$ cat src/rtl/alu_exec_stage.sv
// Registered RV32 execute-stage ALU feeding a DEPTH-entry result queue with valid/ready on both sides.
// Optional build macro ALU_EXT_OPS_EN adds xor (100), sll (110) and srl (111).
module alu_exec_stage #(
  parameter int WIDTH = 32,
  parameter int DEPTH = 2
) (
  input  logic             clk,
  input  logic             rst_n,
  input  logic             flush,
  input  logic             in_valid,
  output logic             in_ready,
  input  logic [WIDTH-1:0] src_a,
  input  logic [WIDTH-1:0] src_b,
  input  logic [2:0]       alu_control,
  output logic             out_valid,
  input  logic             out_ready,
  output logic [WIDTH-1:0] result,
  output logic             zero,
  output logic             ovf,
  output logic             illegal
);

  localparam int PTR_W = (DEPTH > 1) ? $clog2(DEPTH) : 1;
  localparam int CNT_W = $clog2(DEPTH + 1);

  typedef struct packed {
    logic [WIDTH-1:0] result;
    logic             zero;
    logic             ovf;
    logic             illegal;
  } entry_t;

  // Handshake: a beat transfers on a rising edge where valid && ready are both high.
  // in_ready is a register (no path from out_ready); out_valid is simply count != 0.

  logic [WIDTH-1:0] sum;
  logic [WIDTH-1:0] diff;
  logic             slt_bit;
  entry_t           alu_entry;

  assign sum     = src_a + src_b;
  assign diff    = src_a - src_b;
  assign slt_bit = ($signed(src_a) < $signed(src_b));

`ifdef ALU_EXT_OPS_EN
  localparam int SH_W = $clog2(WIDTH);
  logic [SH_W-1:0] shamt;
  assign shamt = src_b[SH_W-1:0];
`endif

  always_comb begin
    alu_entry         = '0;
    alu_entry.illegal = 1'b0;
    unique case (alu_control)
      3'b000: begin
        alu_entry.result = sum;
        alu_entry.ovf    = (src_a[WIDTH-1] == src_b[WIDTH-1]) && (sum[WIDTH-1] != src_a[WIDTH-1]);
      end
      3'b001: begin
        alu_entry.result = diff;
        alu_entry.ovf    = (src_a[WIDTH-1] != src_b[WIDTH-1]) && (diff[WIDTH-1] != src_a[WIDTH-1]);
      end
      3'b010: alu_entry.result = src_a & src_b;
      3'b011: alu_entry.result = src_a | src_b;
      3'b101: alu_entry.result = {{(WIDTH-1){1'b0}}, slt_bit};
`ifdef ALU_EXT_OPS_EN
      3'b100: alu_entry.result = src_a ^ src_b;
      3'b110: alu_entry.result = src_a << shamt;
      3'b111: alu_entry.result = src_a >> shamt;
`endif
      default: alu_entry.illegal = 1'b1;
    endcase
    alu_entry.zero = (alu_entry.result == '0);
  end

  entry_t            mem [DEPTH];
  logic [PTR_W-1:0]  wr_ptr;
  logic [PTR_W-1:0]  rd_ptr;
  logic [CNT_W-1:0]  count;
  logic [CNT_W-1:0]  count_next;
  logic              in_ready_q;
  logic              push;
  logic              pop;
  entry_t            head;

  function automatic logic [PTR_W-1:0] ptr_inc(input logic [PTR_W-1:0] p);
    return (p == PTR_W'(DEPTH - 1)) ? '0 : p + PTR_W'(1);
  endfunction

  assign push = in_valid && in_ready_q;
  assign pop  = out_valid && out_ready;

  always_comb begin
    count_next = count;
    if (flush) begin
      count_next = '0;
    end else begin
      unique case ({push, pop})
        2'b10:   count_next = count + CNT_W'(1);
        2'b01:   count_next = count - CNT_W'(1);
        default: count_next = count;
      endcase
    end
  end

  always_ff @(posedge clk or negedge rst_n) begin
    if (!rst_n) begin
      wr_ptr     <= '0;
      rd_ptr     <= '0;
      count      <= '0;
      in_ready_q <= 1'b0;
    end else if (flush) begin
      wr_ptr     <= '0;
      rd_ptr     <= '0;
      count      <= '0;
      in_ready_q <= 1'b1;
    end else begin
      if (push) wr_ptr <= ptr_inc(wr_ptr);
      if (pop)  rd_ptr <= ptr_inc(rd_ptr);
      count      <= count_next;
      in_ready_q <= (count_next < CNT_W'(DEPTH));
    end
  end

  // Storage needs no reset: every head field is gated by out_valid.
  always_ff @(posedge clk) begin
    if (push && !flush) mem[wr_ptr] <= alu_entry;
  end

  assign head      = mem[rd_ptr];
  assign in_ready  = in_ready_q;
  assign out_valid = (count != '0);
  assign result    = out_valid ? head.result  : '0;
  assign zero      = out_valid ? head.zero    : 1'b0;
  assign ovf       = out_valid ? head.ovf     : 1'b0;
  assign illegal   = out_valid ? head.illegal : 1'b0;

endmodule

$ cat config.mk
export PLATFORM = sky130hd
export DESIGN_NAME = alu_exec_stage
export DESIGN_NICKNAME = d
export VERILOG_FILES = /design/src/rtl/alu_exec_stage.sv
export SDC_FILE = /design/constraint.sdc
export NUM_CORES = 1
export LEC_CHECK = 0
export ABC_AREA = 1
export BUFFER_PORTS_ARGS = -buffer_cell sky130_fd_sc_hd__buf_2
export CORE_MARGIN = 5
export CORE_UTILIZATION = 58
export CTS_BUF_LIST = sky130_fd_sc_hd__clkbuf_2 sky130_fd_sc_hd__clkbuf_4 sky130_fd_sc_hd__clkbuf_8
export DETAILED_ROUTE_END_ITERATION = 16
export MAX_ROUTING_LAYER = met4
export PLACE_DENSITY_LB_ADDON = 0.25
export RECOVER_POWER = 25
export SYNTH_ARGS = -nofsm -noshare
export SYNTH_HDL_FRONTEND = slang
export SYNTH_SLANG_ARGS = --single-unit
$ cat constraint.sdc
create_clock -name clk -period 3.4 [get_ports clk]
set_input_delay 0.51 -clock clk [delete_from_list [all_inputs] [get_ports clk]]
set_output_delay 0.51 -clock clk [all_outputs]
set_load 0.02 [all_outputs]
* Yosys cells after proc, flatten, opt, wreduce, memory -nomap -nowiden
Memory sizes are Yosys's and may differ from the RTL's. Index checks and enable logic that the tools add are counted. W data, S select, Z words.
Storage, ports and cells: register bits after elaboration 5, memory bits (writable) 70, input bits 72, output and inout port bits 37, word-level logic and storage cells 56, memories 1
Cells by class: add/sub/neg operators 6, magnitude comparators 2, equality and inequality tests 10, muxes and demuxes 19, bitwise logic cells 2, reduce and logical (&&, ||, !) cells 12
Memory list:
- mem | words 2, bits a word 35, read ports 1, clocked after Yosys merged registers in 0, write ports 1, RTL line 76 | entry_t mem [DEPTH];
Operator list (number):
- $pmux W32 S5 | 1
- $add A32 B32 Y32 | 1
- $and A32 B32 Y32 | 1
- $logic_not A32 Y1 | 1
- $lt A32 B32 Y1 | 1
- $mux W32 | 1
- $or A32 B32 Y32 | 1
- $sub A32 B32 Y32 | 1
- $mux W1 | 13
- $eq A3 B2 Y1 const B | 2
- $reduce_bool A2 Y1 | 3
- $logic_and A1 B1 Y1 | 5
- $reduce_or A5 Y1 | 1
- $mux W2 | 2
- $pmux W2 S2 | 1
- $eq A3 B1 Y1 const B | 1
- $eq A3 B3 Y1 const B | 1
- $logic_not A3 Y1 | 1
- $ne A1 B1 Y1 | 3
- $add A1 B1 Y1 const B | 2
- $add A2 B1 Y2 const B | 1
- $eq A2 B1 Y1 const B | 1
- $eq A2 B2 Y1 const B | 1
- $lt A2 B2 Y1 const B | 1
- other kinds (4) | 4

* Longest topological paths before layout
depth after elaboration 7, depth in mapped cells 20, gate-level depth less buffers 20

* Worst setup path before layout
Ideal clock, no wire load.
path kind in2reg, from input port in_valid, to memory mem[0][0] (netlist bit) (enable), arrival time 2.225 ns, slack 0.748 ns, stages 4, path buffers 0, cell sequence nand2_1 inv_1 nand2_1 nor2_1
Between the ends: word-level cells in the longest chain between the ends 4
Ends and longest elaborated chain:
- start: declaration | RTL line 10 | input logic in_valid,
- $logic_and A1 B1 Y1 | RTL line 90 | assign push = in_valid && in_ready_q;
- $logic_and A1 B1 Y1 | RTL line 127 | if (push && !flush) mem[wr_ptr] <= alu_entry;
- $mux W1 | RTL line 127
- $mux W1 (not written as such) | RTL line 127
- end: declaration | RTL line 76
Every way passes these cells.

==> metrics.md <==
| Metric | Value |
|---|---|
| # rows | `between 40 and 50` |
| Max Fclk | `340 MHz` |
| Synthesized cell area | `roughly 9400 um^2` |
| Layout area overhead | `9.14%` |
| Initial antenna violation count | `0` |
| CTS max path bufs | `2` |
| Hold Slack | `~500 ps` |
| Post-Syn Nets | `approximately 1.7k` |
| Die ar. | `18800 um^2` |
| Count of final hold-check violations | `0` |
| Vias in the first global route | `around 9k` |
| WL/cell | `16.1 um` |
| Root Buffer | `clkbuf_8` |
| Cells taking the most area after synthesis | `edfxtp_1 (22%), nand2_1 (20%), ha_1 (13%)` |
| Min-delay src | `flush` |
| Status | `finished with violations` |
| DRC | `0` |
| DRT iter0 DRCs | `between 900 and 1k` |
| Maximum vdd ir drop | `around 0.3 mV` |
| Pre-antenna DRT Iters | `5` |
| Mapped Cells | `approximately 1.5k` |
| R2R cell count | `5` |
| Setup tns final | `0 ps` |
| Tightest Pin Transition | `just under 2000 ps` |
| Congestion Overflow GR | `0` |
| WHS Endpoint | `count[1]$_DFF_PN0_` |
| Post-CTS setup buffers | `0` |
| Ys Warns | `0` |
| Core Util, Final | `between 60% and 70%` |
| PwrDens | `339 nW/um^2` |
| Port Buffers | `approximately 110` |
| Final net count | `around 1.8k` |
| DP Worst Slack | `roughly 200 ps` |
| Syn avg cell area | `6.12 um^2` |
| Register area share after synthesis | `23.8%` |
| Post-synth cell types | `between 40 and 50` |
| Worst reg2reg setup slack | `a little under 900 ps` |
| Asr flop ratio synth | `6.67%` |
| Crit Path Max Fanout | `10` |
| Mean number of vias per cell | `5.38` |
| Die Span X | `roughly 140 um` |
| Die Y | `between 100 and 150 um` |
| CP Capture Type | `flip-flop` |
| Final worst path period share | `between 80% and 90%` |
| GRT Util Overall | `about 32%` |
| Clock-pin slew on the worst setup and hold paths | `~70 ps` |
| Ys flop type | `edfxtp_1` |
| Reg2reg start | `in_ready$_DFF_PN0_` |
| Critical path class | `input port to flip-flop` |
| Share of the synthesized area in the top cell type | `between 20% and 30%` |
| Slew Viols, Final | `72` |
| Total I/O pin count | `approximately 110` |
| Antenna viol nets, final | `0` |
| Critical Path AT | `3140 ps` |
| H-Tree Depth | `3` |
| Routed vias | `9894` |
| Clock tree sinks | `75` |
| Slew HR | `-30.1%` |
| Global-route wire length before repair | `between 40 and 50 mm` |
| Post-Route WL | `just under 30 mm` |
| TritonCTS Buffers | `9` |
| Failing checks | `capacitance limit, slew limit` |
| Final Setup Violations | `0` |
| Leakage | `between 5 and 6 nW` |
| Largest net degree at the start of global routing | `38` |
| Hold Path Class | `input port to flip-flop` |
| Setup ws final | `approximately 460 ps` |
| Post-CTS sizing | `0` |
| Final setup skew | `between 7 and 8 ps` |
| GPL Wtd Cong | `between 1 and 1.5` |
| Core Region | `approximately 16000 um^2` |
| RSZ-0062 raised after global routing | `false` |
| WP data required | `about 3600 ps` |
| Pwr Total | `about 0.0035 W` |
| CTS tree | `yes` |
| Startpoint class of the critical path | `input port` |
| Initial Utilization | `59.0%` |
| Layout cells sized above 1 | `between 10% and 20%` |
| HPWL after DPL | `~24 mm` |
| Number of enable flip-flop cells after synthesis | `70` |
| Area leader, netlist | `edfxtp_1` |
| Worst reg2reg endpoint | `mem[0][6]$_DFFE_PP_` |
| Worst skew pair latency | `~340 ps` |
| MaxCap Viol Count | `2` |
| Minimum clock period | `around 3000 ps` |
| Inserted Diodes | `0` |
| Hold path depth | `4` |
| Seq cells post-synth | `75` |
==> through the flow <==
stage	area (um^2)	instances
floorplan	9370	1531
global placement	10000	1822
detailed placement	10000	1822
CTS	10200	1839
global route	10200	1839
finish	10200	1839
==> repair_timing <==
action	4_1_cts	5_1_grt
hold buffers	1	0
endpoints found under the hold margin	5	0
setup endpoints to repair	0	0
==> power breakdown <==
part | leakage, nW | internal, W | total [W] | switching, W
clock | 0.103 | 0.000339 | 0.000621 | 0.000283
sequential | 0.718 | 0.00111 | 0.00114 | 0.0000231
combinational | 4.92 | 0.000505 | 0.00172 | 0.00121
total | 5.75 | 0.00196 | 0.00347 | 0.00152
==> worst max path at each step <==
stage / start / endpoint / slack [ps] / depth (start not counted)
final: src_b[6] / mem[0][2]$_DFFE_PP_ / 460 / 19
after CTS: src_b[6] / mem[0][2]$_DFFE_PP_ / 540 / 19
after global routing: src_b[6] / mem[1][2]$_DFFE_PP_ / 300 / 19
after global placement: src_a[6] / mem[0][2]$_DFFE_PP_ / 270 / 19
after floorplan: in_valid / mem[0][0]$_DFFE_PP_ / 750 / 4
after detailed placement: src_b[6] / mem[0][2]$_DFFE_PP_ / 200 / 19
==> placed cells by master (no fill, tap or decap), drive strengths merged, types with 19 or more instances in the layout <==
master	synthesis	final
nand3	122	122
nor2	126	126
inv	320	320
edfxtp	70	70
o22ai	26	26
nand2	516	516
ha	98	98
buf	31	118
o21ai	35	35
clkbuf	17	19
a21oi	92	92
==> metal layers <==
layer | vias to the layer above | track usage [%] | wire, um | part of all wire, %
li1 | 4941 | - | - | -
met1 | 4416 | 44.1 | 12600 | 43
met2 | 473 | 50.2 | 13000 | 44
met3 | 64 | 4.56 | 3190 | 11
met4 | 0 | 9.92 | 758 | 2.6
met5 | - | - | 0 | 0
==> registers in the layout, indices dropped and copies added, names as in the netlist <==
register  cells
count         2
in_ready      1
mem          70
rd_ptr        1
wr_ptr        1
==> critical path, cell delays in order <==
cell and delay (ps):
buf_2 90, inv_1 60, ha_1 580, nand2_1 250
nor2_1 150, nand2_1 80, nand2_2 140, nand2_1 100
nand2_2 100, nand2_1 80, nand2_1 70, nand2_1 50
nand3_1 80, nand3b_1 240, nor2_1 160, nand2_1 100
nor2_1 110, nand2_1 80, nor2_2 100
==> layout make-up <==
type	count	area (um^2)
Multi-Input combinational cell	1087	5690
Fill cell	1574	5660
Sequential cell	75	2230
Inverter	321	1200
Timing Repair Buffer	124	652
Tap cell	216	270
Clock buffer	14	180
Clock inverter	2	10.0
==> kinds of logic after synthesis <==
family	after synthesis	share of synthesized area [%]
AND/OR/NAND/NOR	808	36.3
flip-flops	75	23.8
AO/OA/AOI/OAI	175	10.4
XOR/XNOR	4	0.374
adder cells (fa/ha/maj)	100	13.5
buffers and inverters	369	15.7
==> synth_stat cells, types with 3 or more instances <==
| cell | n |
|---|---|
| inv_1 | 316 |
| dfrtp_1 | 5 |
| nand2_1 | 503 |
| o22ai_1 | 26 |
| ha_1 | 98 |
| o21ai_0 | 32 |
| nor3_2 | 4 |
| clkbuf_1 | 15 |
| nand3b_1 | 9 |
| edfxtp_1 | 70 |
| nor2_1 | 112 |
| nand3_1 | 119 |
| nand2_2 | 13 |
| inv_2 | 4 |
| nand3_2 | 3 |
| nand4_1 | 15 |
| a31oi_1 | 8 |
| o21bai_1 | 7 |
| nor3_1 | 7 |
| o2111ai_1 | 3 |
| a21oi_1 | 89 |
| buf_2 | 13 |
| a21oi_2 | 3 |
| buf_4 | 15 |
| xor2_1 | 4 |
| o21ai_1 | 3 |
| nor2_2 | 13 |
No activity file was read; power rests on OpenSTA's default activity.
